--- src/rtl/priority_encoder16_to_4.sv ---
// 16-line request latch with a registered valid/ready index offer and pending popcount.
// Define ROUND_ROBIN_EN to rotate the search start after every grant; the default is fixed priority with bit 15 highest.
module priority_encoder16_to_4 (
  input  logic        clk,
  input  logic        rst_n,
  input  logic [15:0] req,
  input  logic        flush,
  input  logic        ready,
  output logic        valid,
  output logic [3:0]  idx,
  output logic [4:0]  pend_cnt
);

  typedef enum logic {IDLE, OFFER} state_e;

  state_e      state_q;
  logic        valid_q;
  logic [3:0]  idx_q;
  logic [4:0]  cnt_q;
  logic [15:0] pend_q;

  logic        hs;
  logic [15:0] clr;
  logic [15:0] pend_d;
  logic [3:0]  start;
  logic [3:0]  sel_idx;

  // Descending search from 'from' with wrap; the last hit written is the closest to 'from'.
  function automatic logic [3:0] pick(input logic [15:0] v, input logic [3:0] from);
    logic [3:0] res;
    logic [3:0] j;
    res = '0;
    for (int unsigned i = 0; i < 16; i++) begin
      j = from - 4'(15 - i);
      if (v[j]) res = j;
    end
    return res;
  endfunction

  function automatic logic [4:0] popcount(input logic [15:0] v);
    logic [4:0] acc;
    acc = '0;
    for (int unsigned i = 0; i < 16; i++) acc = acc + {4'b0000, v[i]};
    return acc;
  endfunction

`ifdef ROUND_ROBIN_EN
  logic [3:0] ptr_q;

  // The pointer update takes effect in the same edge's selection, hence the bypass on handshake.
  assign start = hs ? (idx_q - 4'd1) : ptr_q;

  always_ff @(posedge clk or negedge rst_n) begin
    if (!rst_n) begin
      ptr_q <= 4'hF;
    end else if (!flush && hs) begin
      ptr_q <= idx_q - 4'd1;
    end
  end
`else
  assign start = 4'hF;
`endif

  always_comb begin
    hs      = valid_q & ready;
    clr     = '0;
    if (hs) clr[idx_q] = 1'b1;
    pend_d  = (pend_q & ~clr) | req;
    sel_idx = pick(pend_d, start);
  end

  always_ff @(posedge clk or negedge rst_n) begin
    if (!rst_n) begin
      state_q <= IDLE;
      valid_q <= 1'b0;
      idx_q   <= '0;
      cnt_q   <= '0;
      pend_q  <= '0;
    end else if (flush) begin
      state_q <= IDLE;
      valid_q <= 1'b0;
      idx_q   <= '0;
      cnt_q   <= '0;
      pend_q  <= '0;
    end else begin
      pend_q <= pend_d;
      cnt_q  <= popcount(pend_d);
      case (state_q)
        IDLE: begin
          if (|pend_d) begin
            state_q <= OFFER;
            valid_q <= 1'b1;
            idx_q   <= sel_idx;
          end
        end
        OFFER: begin
          if (ready) begin
            if (|pend_d) begin
              idx_q <= sel_idx;
            end else begin
              state_q <= IDLE;
              valid_q <= 1'b0;
            end
          end
        end
        default: begin
          state_q <= IDLE;
          valid_q <= 1'b0;
        end
      endcase
    end
  end

  assign valid    = valid_q;
  assign idx      = idx_q;
  assign pend_cnt = cnt_q;

endmodule

--- config.mk ---
export PLATFORM = sky130hd
export DESIGN_NAME = priority_encoder16_to_4
export DESIGN_NICKNAME = d
export VERILOG_FILES = /design/src/rtl/priority_encoder16_to_4.sv
export SDC_FILE = /design/constraint.sdc
export NUM_CORES = 1
export LEC_CHECK = 0
export BUFFER_PORTS_ARGS = -buffer_cell sky130_fd_sc_hd__buf_2
export CAP_MARGIN = 20
export CORE_AREA = 2 2 63 65
export DETAILED_ROUTE_END_ITERATION = 10
export DIE_AREA = 0 0 65 67
export PLACE_DENSITY = 0.75
export SYNTH_ARGS = -nofsm -noshare
export SYNTH_HDL_FRONTEND = slang
export SYNTH_SLANG_ARGS = --single-unit
--- constraint.sdc ---
create_clock -name clk -period 4.5 [get_ports clk]
set_input_delay 0.45 -clock clk [delete_from_list [all_inputs] [get_ports clk]]
set_output_delay 0.45 -clock clk [all_outputs]
set_load 0.01 [all_outputs]
# Word level (Yosys, flattened, before mapping)
# Index checks and enable logic that the tools add are counted.
[op_classes] div=0 n_lt_le_gt_ge=2 shifts=0 multipliers=0 addsub=15 bitwise_logic=5 muxes=33 n_reduce_logical=3 n_eq_ne=3
[op_table] operator="adder 5 x 1 -> 5 bit" count=11
[op_table] operator="two-way mux 4 bit" count=11
[op_table] operator="two-way mux 16 bit" count=2
[op_table] operator="AND 16 bit" count=1
[op_table] operator="inverter 16 bit" count=1
[op_table] operator="bitwise OR 16 bit" count=1
[op_table] operator="OR reduction 16 bit" count=1
[op_table] operator="two-way mux 3 bit" count=4
[op_table] operator="two-way mux 1 bit" count=9
[op_table] operator="inequality test 3 bit (second input constant)" count=3
[op_table] operator="case mux 4 bit (2 select lines)" count=1
[op_table] operator="adder 4 x 1 -> 5 bit" count=1
[op_table] operator="< comparator 4 x 5 -> 1 bit (second input constant)" count=1
[op_table] operator="two-way mux 5 bit" count=1
[op_table] operator="adder 3 x 1 -> 4 bit" count=1
[op_table] operator="demux 1 bit (select 4 bit)" count=1
[op_table] operator=">= comparator 4 x 1 -> 1 bit (second input constant)" count=1
[op_table] operator="two-way mux 2 bit" count=2
[op_table] operator="case mux 1 bit (2 select lines)" count=2
[op_table] operator="adder 2 x 1 -> 3 bit" count=1
[op_table] operator="AND reduction 3 bit" count=1
[op_table] operator="adder 1 x 1 -> 2 bit" count=1
[op_table] operator="AND 1 bit" count=1
[op_table] operator="logical AND 1 bit" count=1
[op_table] operator="inverter 1 bit" count=1
[word_totals] output_inout_bits=10 input_bits=20 n_memories=0 rom_bits=0 ram_bits=0 register_bits=27 wordCells=66 latchBits=0

# Longest topological paths before layout
# Gate-level depths: netlist of the first run.
[depth] ltp_word=27 ltp_mapped=18 depth_no_buf=17

# Least setup slack after synthesis of the first run
# No wires, ideal clock.
[synth_timing] path_type="register to register" startpoint="reg idx_q[2], in the netlist idx[2]" endpoint="reg cnt_q[4], in the netlist pend_cnt[4]" arrival_ps=4072 path_slack_ps=293 n_path_buf=1 t_required_ps=4365 setup_ps=135 synth_period_minus_slack_ps=4207 path_stages_with_launch=16 path_cell_list="dfrtp_1 -> buf_2 -> nand4b_4 -> o31a_1 -> nor2_1 -> inv_1 -> fa_1 -> inv_1 -> fa_1 -> fa_1 -> fa_1 -> inv_1 -> ha_1 -> fa_1 -> a21oi_1 -> nor3b_1"
[synth_between] elab_chain_len=24 elab_cells_between_ends=25 classes_between="add/sub (15); order compare (2); mux (4); bitwise (3); reduce/logical (1)"
[synth_lines] item="start, declared" line_no="18" source="logic [3:0] idx_q;"
[synth_lines] item="start signal, assigned" line_no="93" source="idx_q <= sel_idx;"
[synth_lines] item="start signal, assigned" line_no="99" source="idx_q <= sel_idx;"
[synth_lines] item="< comparator 4 x 5 -> 1 bit (implied by the code) / >= comparator 4 x 1 -> 1 bit (equally long branches)" line_no="67" source="if (hs) clr[idx_q] = 1'b1;"
[synth_lines] item="logical AND 1 bit (implied by the code)" line_no="67"
[synth_lines] item="two-way mux 1 bit (implied by the code)" line_no="67"
[synth_lines] item="demux 1 bit (select 4 bit) (*)" line_no="67"
[synth_lines] item="two-way mux 16 bit (*)" line_no="67"
[synth_lines] item="inverter 16 bit (*)" line_no="68" source="pend_d = (pend_q & ~clr) | req;"
[synth_lines] item="AND 16 bit (*)" line_no="68"
[synth_lines] item="bitwise OR 16 bit (*)" line_no="68"
[synth_lines] item="adder 1 x 1 -> 2 bit" line_no="43" source="for (int unsigned i = 0; i < 16; i++) acc = acc + {4'b0000, v[i]};"
[synth_lines] item="adder 2 x 1 -> 3 bit" line_no="43"
[synth_lines] item="adder 3 x 1 -> 4 bit" line_no="43"
[synth_lines] item="adder 4 x 1 -> 5 bit" line_no="43"
[synth_lines] item="adder 5 x 1 -> 5 bit (10 in a row)" line_no="43"
[synth_lines] item="adder 5 x 1 -> 5 bit (*)" line_no="43"
[synth_lines] item="two-way mux 5 bit (*)" line_no="79" source="end else if (flush) begin"
[synth_lines] item="end signal, assigned" line_no="87" source="cnt_q <= popcount(pend_d);"
[synth_lines] item="end, declared" line_no="19" source="logic [4:0] cnt_q;"
# Every way passes the cells marked *; elsewhere a longest branch is shown, timed or not.
# A chain may end at the register's enable or synchronous reset.

# Final worst setup path of the first run
[layout_timing] startpoint="reg idx_q[0], in the netlist idx[0]" endpoint="reg cnt_q[4], in the netlist pend_cnt[4]"
# Same word-level chain as after synthesis.

==> results of run 1 <==
-- layout make-up --
type,instances,area share
Clock buffer,3,0.0199
Timing Repair Buffer,34,0.0867
Multi-Input combinational cell,128,0.495
Sequential cell,27,0.327
Tap cell,48,0.0289
Inverter,22,0.0398
Clock inverter,1,0.00241
-- registers in the layout, summed over array words and instances, names as in the netlist --
name / count
pend_q: 16
pend_cnt: 5
idx: 4
state_q: 1
valid: 1
-- power groups by stage --
stage / registers, mW / clock network (mW) / logic [mW]
6_report: 0.290 / 0.143 / 0.335
5_1_grt: 0.294 / 0.155 / 0.403
4_1_cts: 0.291 / 0.144 / 0.340
3_5_place_dp: 0.296 / 0 / 0.339
3_3_place_gp: 0.295 / 0 / 0.335
2_1_floorplan: 0.301 / 0 / 0.251
-- metal layers --
layer,GRT usage,share of wire
met1,0.282,0.49
met2,0.320,0.46
met3,0.0203,0.033
met4,0.0718,0.016
met5,0,0
-- synth_stat cells (3+ instances only) --
library cell  number  area share
fa_1              10        0.11
clkbuf_1           3      0.0062
ha_1               6       0.041
a22o_1             3       0.014
dfrtp_1           27        0.37
nand2_1            4      0.0082
inv_1             22       0.045
a21oi_1            5       0.014
o211ai_1           3       0.012
nor2b_1           10       0.034
a21o_1             4       0.016
o21ai_0            6       0.016
nor3_1             5       0.014
nand2b_1           3       0.010
buf_2              3      0.0082
nor2_1            26       0.053
-- worst max-delay path, stage by stage, from the launching register on --
cell       delay (ns)
dfrtp_1          0.45
nand4bb_1        0.32
o31a_1           0.29
nor2_1           0.20
fa_1             0.49
fa_1             0.55
fa_1             0.43
fa_1             0.49
inv_1            0.04
ha_1             0.20
fa_1             0.41
a21oi_1          0.17
nor3b_1          0.06
-- cells by family (layout without fill, tap and decap cells) --
kind of cell    Yosys count  in the layout  synth area share
flops                    27             27             0.370
fa+ha+maj                16             16             0.151
xor+xnor                  2              2           0.00960
simple gates             71             71             0.244
compound gates           39             39             0.159
buf+inv                  29             60            0.0658
-- worst paths after layout --
| path | depth (start not counted) | end | slack [ns] | from |
|---|---|---|---|---|
| min in group clk | 3 | pend_q[11] | 0.41 | req[11] |
| hold / removal | 1 | pend_q[5] | 0.17 | rst_n |
| hold reg to reg | 1 | valid | 0.50 | state_q |
| setup reg to reg | 12 | pend_cnt[4] | 0.29 | idx[0] |
| max in group asynchronous | 1 | idx[2] | 3.89 | rst_n |
| setup / recovery | 12 | pend_cnt[4] | 0.29 | idx[0] |
-- timing repair --
item                                    4_1_cts  5_1_grt
endpoints found under the setup margin        0        3
buffers inserted                              0        1
hold buffers                                  0        0
gates resized for setup                       0        4
==> metrics.txt, run 1 <==
Clock Skew 0.00943 ns; vias in the first global route 1392; Final min period 4.21 ns; Setup CP Type reg -> reg; H-tree Lvls 1; design area 2080 sq um; DRC viols 0; period utilization 0.935; leakage 1.00 nW; Sw Ratio 0.357; antenna-violating nets left 0; Die X 65 um; first-pass GRT wire length 6590 um; num ports 30; worst min path class in -> async; Pre-antenna DRT Iters 4; DRT Wirelength 3770 um; Starting Density 0.506; clock group share of total power 0.186; CTS buffer count 3; PD cells 370 nW/um^2; final worst slack 0.292 ns; Worst setup EP type flip-flop; register area 679 sq um; initial antenna violation count 0; commonest cells after routing, fill and taps aside buf_2, nor2_1, dfrtp_1, inv_1; final std cells w/o fill 263; fmax 238 MHz; average size of a mapped cell 9.91 sq um; Worst Hold Slack 0.170 ns; Fin. Hold Viols 0; total power 0.769 mW; RSZ-0062 raised after global routing no; FILL cells 327; Synth Cell Area 1820 sq um; CTS Sinks 27; P&R area growth vs syn 13.9%; status complete, no violations; Crit path required time 4.66 ns; GRT overflow 0; Cell Rows 22; CTS tree yes; register area share after synthesis 0.370; worst slew pin tran 0.618 ns; utilization after layout 0.576; sw power 0.274 mW; FF+latch count, synth 27; GRT Total Usage 0.200; RePlAce Congestion 0.780; Ant. Diodes 0; Primary FF master, synth dfrtp_1; layout cell share with drive strength beyond 1 0.237; Initial DRC Count 62; syn_nets 220; clk_lat worst skew 0.28 ns; Clk Tree Root Cell clkbuf_8; fin nets 252; Reg power frac 0.378; Final Max Slew Viols 0; pin count of the biggest net entering global routing 28; Cells after Synth 184; port bufs 29; hpwl dp 2860 um; die height 67 um; placed instance count 258; Vias 1427; combinational share of power 0.436; worst ir drop on vdd 224 uV; Core ar. 3610 sq um; commonest non-fill, non-tap cell in the layout buf_2; vias per cell 5.43; Int Power 0.495 mW; Avg WL per Cell 14.3 um; Setup Viol. Count Final 0; synth warn 0; final setup TNS 0 ns; Arr. time, crit path 4.37 ns; Clock Tree Buf Depth 2; Max-Cap Viols 0; Synth async-reset ratio 1.00; relative slew slack 0.588; CP Max Fanout 8; multi-input logic area 1030 sq um; number of enable flip-flop cells after synthesis 0; die area 4360 sq um; Placement Setup Slack 0.161 ns; Placed Instance Area 2020 sq um; Startpoint Class flip-flop; Yosys cell types 50; Worst-path clk slew 0.10 ns
Note: power is estimated with default switching activity, not from simulation.
==> run 2, diff against run 1 <==
--- a/config.mk
+++ b/config.mk
@@ -5,12 +5,13 @@
 export SDC_FILE = /design/constraint.sdc
 export NUM_CORES = 1
 export LEC_CHECK = 0
+export ABC_AREA = 1
 export BUFFER_PORTS_ARGS = -buffer_cell sky130_fd_sc_hd__buf_2
 export CAP_MARGIN = 20
 export CORE_AREA = 2 2 63 65
 export DETAILED_ROUTE_END_ITERATION = 10
 export DIE_AREA = 0 0 65 67
-export PLACE_DENSITY = 0.75
+export PLACE_DENSITY = 0.73
 export SYNTH_ARGS = -nofsm -noshare
 export SYNTH_HDL_FRONTEND = slang
 export SYNTH_SLANG_ARGS = --single-unit
==> run 2 against run 1 <==
Effect of this change:
- worst setup slack better by 0.048 ns
- core utilization fell by 1.6 points
- cell count is 11% higher
- register-to-register slack improved by 0.05 ns
- maximum frequency increased by 1.2%
- clock power shrank 5%
- critical path type unchanged
- critical endpoint unchanged
- largest cell class unchanged
==> metrics.txt, run 2 <==
status complete, no violations; fmax 240 MHz (+1.2%); Most flops, register pend_q; Synth area leader dfrtp_1; CTS buffer count 3 (unchanged); RePlAce Congestion 0.898 (+15%); PD cells 376 nW/um^2 (+1.6%); initial antenna violation count 0 (unchanged); worst slew pin tran 0.596 ns (-0.0227 ns); final std cells w/o fill 292 (+11%); Synth Cell Area 1780 sq um (-2.5%); pin count of the biggest net entering global routing 28 (unchanged); Die X 65 um (unchanged); Cells after Synth 213 (+16%); most common cell in the synthesized netlist nand2_1; antenna-violating nets left 0 (unchanged); Worst Hold Slack 0.170 ns (+0.000385 ns); Primary FF master, synth dfrtp_1; clk_lat worst skew 0.27 ns (about the same); Avg WL per Cell 11.9 um (-17%); vias in the first global route 1462 (+5.0%); Starting Density 0.493 (-0.0128); Initial DRC Count 83 (+34%); final setup TNS 0 ns (unchanged); Clock Skew 0.00496 ns (-0.00447 ns); Core ar. 3610 sq um (unchanged); Pre-antenna DRT Iters 4 (unchanged); H-tree Lvls 1 (unchanged); CTS tree yes; Cell Rows 22 (unchanged); setup bufs post-CTS 0 (unchanged); commonest cells after routing, fill and taps aside nand2_1, inv_1, nor2_1, buf_2, dfrtp_1; Final Max Slew Viols 0 (unchanged); fin nets 281 (+12%); Clk Tree Root Cell clkbuf_8; period utilization 0.924 (-0.0108); Clock Tree Buf Depth 2 (unchanged); first-pass GRT wire length 6280 um (-4.7%); combinational share of power 0.441 (+0.005); die area 4360 sq um (unchanged); DRT Wirelength 3470 um (-7.9%); Placed Instance Area 1980 sq um (-2.3%); CTS Hold Bufs 0 (unchanged); syn_nets 249 (+13%); vias per cell 4.78 (-12%); Final min period 4.16 ns (-0.0484 ns); Synth top area share 0.380 (+0.00964); Ant. Diodes 0 (unchanged); Yosys cell types 31 (-38%); RSZ-0062 raised after global routing no; FF+latch count, synth 27 (unchanged); Crit path required time 4.65 ns (about the same); leakage 1.03 nW (+2.9%); total power 0.760 mW (-1.1%); num ports 30 (unchanged); relative slew slack 0.603 (+0.0152); Setup Viol. Count Final 0 (unchanged); Worst setup EP type flip-flop; design area 2020 sq um (-2.7%); Worst-path clk slew 0.09 ns (about the same); Synth async-reset ratio 1.00 (unchanged); hpwl dp 2850 um (-0.56%); number of enable flip-flop cells after synthesis 0 (unchanged); CTS Sinks 27 (unchanged); Max-Cap Viols 0 (unchanged); layout cell share with drive strength beyond 1 0.258 (+0.0210); GRT Total Usage 0.187 (-0.0126); Fin. Hold Viols 0 (unchanged); worst min path class in -> async; Setup CP Type reg -> reg; Sw Ratio 0.369 (+0.0121); quantity of gates resized following cts 0 (unchanged); Reg power frac 0.380 (+0.002); top cells by area, synth dfrtp_1, fa_1, nand2_1; port bufs 29 (unchanged); Vias 1395 (-2.2%); die height 67 um (unchanged); Startpoint Class flip-flop; register area share after synthesis 0.380 (+0.00964); P&R area growth vs syn 13.7%; commonest non-fill, non-tap cell in the layout nand2_1; average size of a mapped cell 8.35 sq um (-16%); clock group share of total power 0.179 (-0.007); placed instance count 288 (+12%); DRC viols 0 (unchanged); GRT overflow 0 (unchanged); worst ir drop on vdd 249 uV (+11%); synth warn 0 (unchanged); CP Max Fanout 9 (+1); Arr. time, crit path 4.31 ns (-0.06 ns); number of flip-flops in the largest register 16 (unchanged); sw power 0.280 mW (+2.2%); Int Power 0.480 mW (-3.0%); Synth top cells by count nand2_1, inv_1, nor2_1, dfrtp_1, fa_1
-- run 2: cell types whose count changed after synthesis, sizes merged, moves of 4 or more --
| cell | change |
|---|---|
| nand2 | +49 |
| inv | +18 |
| nor2b | -10 |
| nor2 | +9 |
| a21oi | +6 |
| nand3 | +6 |
| buf | -4 |
-- run 2: cell families (layout without fill, tap and decap cells) --
family / count (synthesis) / after routing / share of synthesized area
xor gates and xnor gates: 1 / 1 / 0.00493
AOI/OAI and AO/OA: 24 / 24 / 0.113
and+or+nand+nor: 102 / 102 / 0.257
DFF: 27 / 27 / 0.380
buffers and inverters: 43 / 74 / 0.0908
adders and majority gates: 16 / 16 / 0.155
-- run 2: per-layer routing --
layer | vias to the layer above | GRT usage | wire [um]
li1 | 707 | - | -
met1 | 654 | 0.250 | 1600
met2 | 29 | 0.327 | 1700
met3 | 5 | 0.0220 | 133
met4 | 0 | 0.0399 | 38
met5 | - | 0 | 0
-- run 2: layout make-up --
type	count	area (sq um)
clock buffers	4	45.0
fillers	347	1590
inverters	41	154
multi-input cells	143	941
flip-flops and latches	27	676
well taps	48	60.1
repair buffers	29	145
-- run 2: per-stage QoR --
stage                     utilization  worst slack [ns]
after global placement          0.548             0.232
after CTS                       0.560             0.314
after floorplan                     -             0.529
final                           0.560             0.340
after detailed placement        0.548             0.183
after global routing            0.560            0.0706
-- run 2: final timing paths --
kind	start	endpoint	slack, ns	depth (start not counted)
hold / removal	rst_n	valid	0.17	1
hold reg to reg	state_q	valid	0.49	1
setup / recovery	valid	pend_cnt[4]	0.34	17
max in group asynchronous	rst_n	pend_q[0]	3.94	1
setup reg to reg	valid	pend_cnt[4]	0.34	17
min in group clk	req[2]	pend_q[2]	0.43	3
-- run 2: power by group through the flow --
stage               registers (mW)  logic [mW]  clock network, mW
detailed placement           0.294       0.342                  0
global placement             0.293       0.339                  0
global route                 0.292       0.405              0.154
finish                       0.289       0.335              0.136
CTS                          0.289       0.345              0.141
floorplan                    0.304       0.247                  0
-- run 2: critical path, stage by stage, from the launching register on --
cell and delay [ns]:
dfrtp_1 0.40, nand2_1 0.12, inv_2 0.16, nand2_2 0.08
inv_2 0.07, nand2_1 0.07, a21oi_2 0.20, inv_1 0.09
fa_1 0.54, inv_1 0.05, fa_1 0.45, fa_1 0.48
fa_1 0.49, inv_1 0.04, ha_1 0.20, fa_1 0.40
a21oi_1 0.16, nor3_1 0.05
==> run 3, diff against run 2 <==
--- a/config.mk
+++ b/config.mk
@@ -5,13 +5,13 @@
 export SDC_FILE = /design/constraint.sdc
 export NUM_CORES = 1
 export LEC_CHECK = 0
-export ABC_AREA = 1
 export BUFFER_PORTS_ARGS = -buffer_cell sky130_fd_sc_hd__buf_2
 export CAP_MARGIN = 20
 export CORE_AREA = 2 2 63 65
 export DETAILED_ROUTE_END_ITERATION = 10
 export DIE_AREA = 0 0 65 67
-export PLACE_DENSITY = 0.73
+export PLACE_DENSITY = 0.75
+export RECOVER_POWER = 25
 export SYNTH_ARGS = -nofsm -noshare
 export SYNTH_HDL_FRONTEND = slang
 export SYNTH_SLANG_ARGS = --single-unit
==> run 3 against run 2 <==
Effect of this change:
- core utilization increased by 1.5 points
- non-clock buffer count is 5 higher
- clock skew up 0.0046 ns
- flip-flop and latch count stayed put
- sequential power is essentially flat
- sequential share of layout area decreased by 0.71 points
- register-to-register slack got worse by 0.06 ns
- critical endpoint unchanged
- highest routed layer unchanged
==> metrics.txt, run 3 (same netlist as run 1, synthesis figures left out) <==
status complete, no violations; R2R Setup Slk 0.28 ns (-0.06 ns); Fin. Hold Viols 0 (unchanged); CP Max Fanout 8 (-1); reg2reg start idx[0]; Startpoint Class flip-flop; placed instance count 258 (-10%); Reg2Reg Capture Point pend_cnt[4]; Setup Viol. Count Final 0 (unchanged); first-pass GRT wire length 6590 um (+4.9%); layout cell share with drive strength beyond 1 0.233 (-0.0256); GRT Total Usage 0.200 (+0.0126); Clock Tree Buf Depth 2 (unchanged); top layer in use met4; Crit path required time 4.66 ns (about the same); period utilization 0.937 (+0.0123); Vias 1437 (+3.0%); fin nets 252 (-10%); Cell Rows 22 (unchanged); Worst-path clk slew 0.10 ns (about the same); Core ar. 3610 sq um (unchanged); met3 wire length 112 um (-16%); Starting Density 0.506 (+0.0128); relative slew slack 0.0211 (-0.582); Max-Cap Viols 0 (unchanged); Die X 65 um (unchanged); CTS buffer count 3 (unchanged); clk_lat worst skew 0.28 ns (about the same); vias per cell 5.46 (+14%); Clk Tree Root Cell clkbuf_8; Worst setup EP type flip-flop; routed length on met1 1890 um (+18%); Reg power frac 0.378 (-0.002); die height 67 um (unchanged); worst min path class in -> reg; register area 679 sq um (+0.56%); PD cells 370 nW/um^2 (-1.5%); number of flip-flops in the largest register 16 (unchanged); die area 4360 sq um (unchanged); DRT Wirelength 3790 um (+9.1%); RSZ-0062 raised after global routing no; Avg WL per Cell 14.4 um (+21%); FILL cells 327 (-5.8%); antenna-violating nets left 0 (unchanged); Ant. Diodes 0 (unchanged); crit path launch idx[0]; pin count of the biggest net entering global routing 28 (unchanged); Final Max Slew Viols 0 (unchanged); Worst Hold Slack 0.414 ns (+0.244 ns); Arr. time, crit path 4.37 ns (+0.06 ns); Sw Ratio 0.357 (-0.0118); clock group share of total power 0.186 (+0.007); H-tree Lvls 1 (unchanged); Hold Startpoint req[11]; Int Power 0.494 mW (+3.1%); worst slew pin tran 1.47 ns (+0.873 ns); worst ir drop on vdd 224 uV (-10%); Setup CP Type reg -> reg; multi-input logic area 1030 sq um (+9.3%); CTS Sinks 27 (unchanged); CTS Hold Bufs 0 (unchanged); fmax 237 MHz (-1.3%); commonest cells after routing, fill and taps aside buf_2, nor2_1, dfrtp_1, inv_1; P&R area growth vs syn 13.8%; final std cells w/o fill 263 (-9.9%); RePlAce Congestion 0.780 (-13%); num ports 30 (unchanged); total power 0.769 mW (+1.2%); combinational share of power 0.436 (-0.005); worst hold path depth 3; Final min period 4.22 ns (+0.0555 ns); Pre-antenna DRT Iters 4 (unchanged); Initial DRC Count 61 (-27%); Clock Skew 0.00953 ns (+0.00457 ns); final setup TNS 0 ns (unchanged); port bufs 29 (unchanged); commonest non-fill, non-tap cell in the layout buf_2; CTS tree yes; sink of the worst hold path pend_q[11]; hpwl dp 2860 um (+0.56%); WL met2 1720 um (+1.2%); DRC viols 0 (unchanged); R2R cell count 12 (-5); GRT overflow 0 (unchanged); leakage 1.00 nW (-3.1%); sw power 0.275 mW (-2.1%); vias in the first global route 1392 (-4.8%); Most flops, register pend_q; initial antenna violation count 0 (unchanged)
-- run 3: changes by cell type in the layout (fill, tap and decap cells not counted), moves of 5 or more --
| cell | delta |
|---|---|
| inv_2 | -8 |
| nand3_1 | -5 |
| nand2_1 | -45 |
| nor2b_1 | +10 |
| nor2_2 | -5 |
| inv_1 | -10 |
-- run 3: stage by stage --
stage          worst slack [ns]  instance area, sq um  utilization
2_1_floorplan             0.293                  1820            -
3_3_place_gp              0.183                  2020        0.561
3_5_place_dp              0.161                  2020        0.561
4_1_cts                   0.156                  2070        0.574
5_1_grt                  0.0308                  2080        0.576
6_report                  0.285                  2080        0.576
-- run 3: worst max-delay path by stage --
| stage | depth (start not counted) | slack, ns | endpoint |
|---|---|---|---|
| floorplan | 15 | 0.29 | pend_cnt[4] |
| detailed placement | 15 | 0.16 | pend_cnt[4] |
| global placement | 15 | 0.18 | pend_cnt[4] |
| global route | 13 | 0.03 | pend_cnt[3] |
| CTS | 14 | 0.16 | pend_cnt[4] |
| finish | 12 | 0.28 | pend_cnt[4] |
-- run 3: metal layers --
metal,up-vias,global-route usage
li1,693,-
met1,705,0.282
met2,34,0.320
met3,5,0.0203
met4,0,0.0718
met5,-,0
-- run 3: worst max-delay path, stage by stage (launching register included) --
cell and delay, ns:
dfrtp_1 0.46, nand4bb_1 0.32, o31a_1 0.29, nor2_1 0.20, fa_1 0.49, fa_1 0.55, fa_1 0.43, fa_1 0.49
inv_1 0.04, ha_1 0.20, fa_1 0.41, a21oi_1 0.17, nor3b_1 0.06
-- run 3: power by group through the flow --
stage	clock [mW]	sequential (mW)	combinational, mW
floorplan	0	0.301	0.251
global route	0.155	0.294	0.403
global placement	0	0.295	0.335
finish	0.143	0.291	0.335
CTS	0.144	0.291	0.340
detailed placement	0	0.296	0.339
-- run 3: timing repair --
| item | in CTS | in global routing |
|---|---|---|
| setup buffers | 0 | 1 |
| endpoints found under the setup margin | 0 | 3 |
| resized for setup | 0 | 4 |
-- run 3: final cells by class --
class                           instances  area share
Multi-Input combinational cell        128       0.495
Sequential cell                        27       0.327
Timing Repair Buffer                   34      0.0862
Inverter                               22      0.0398
Tap cell                               48      0.0289
Clock buffer                            3      0.0199
Clock inverter                          1     0.00241
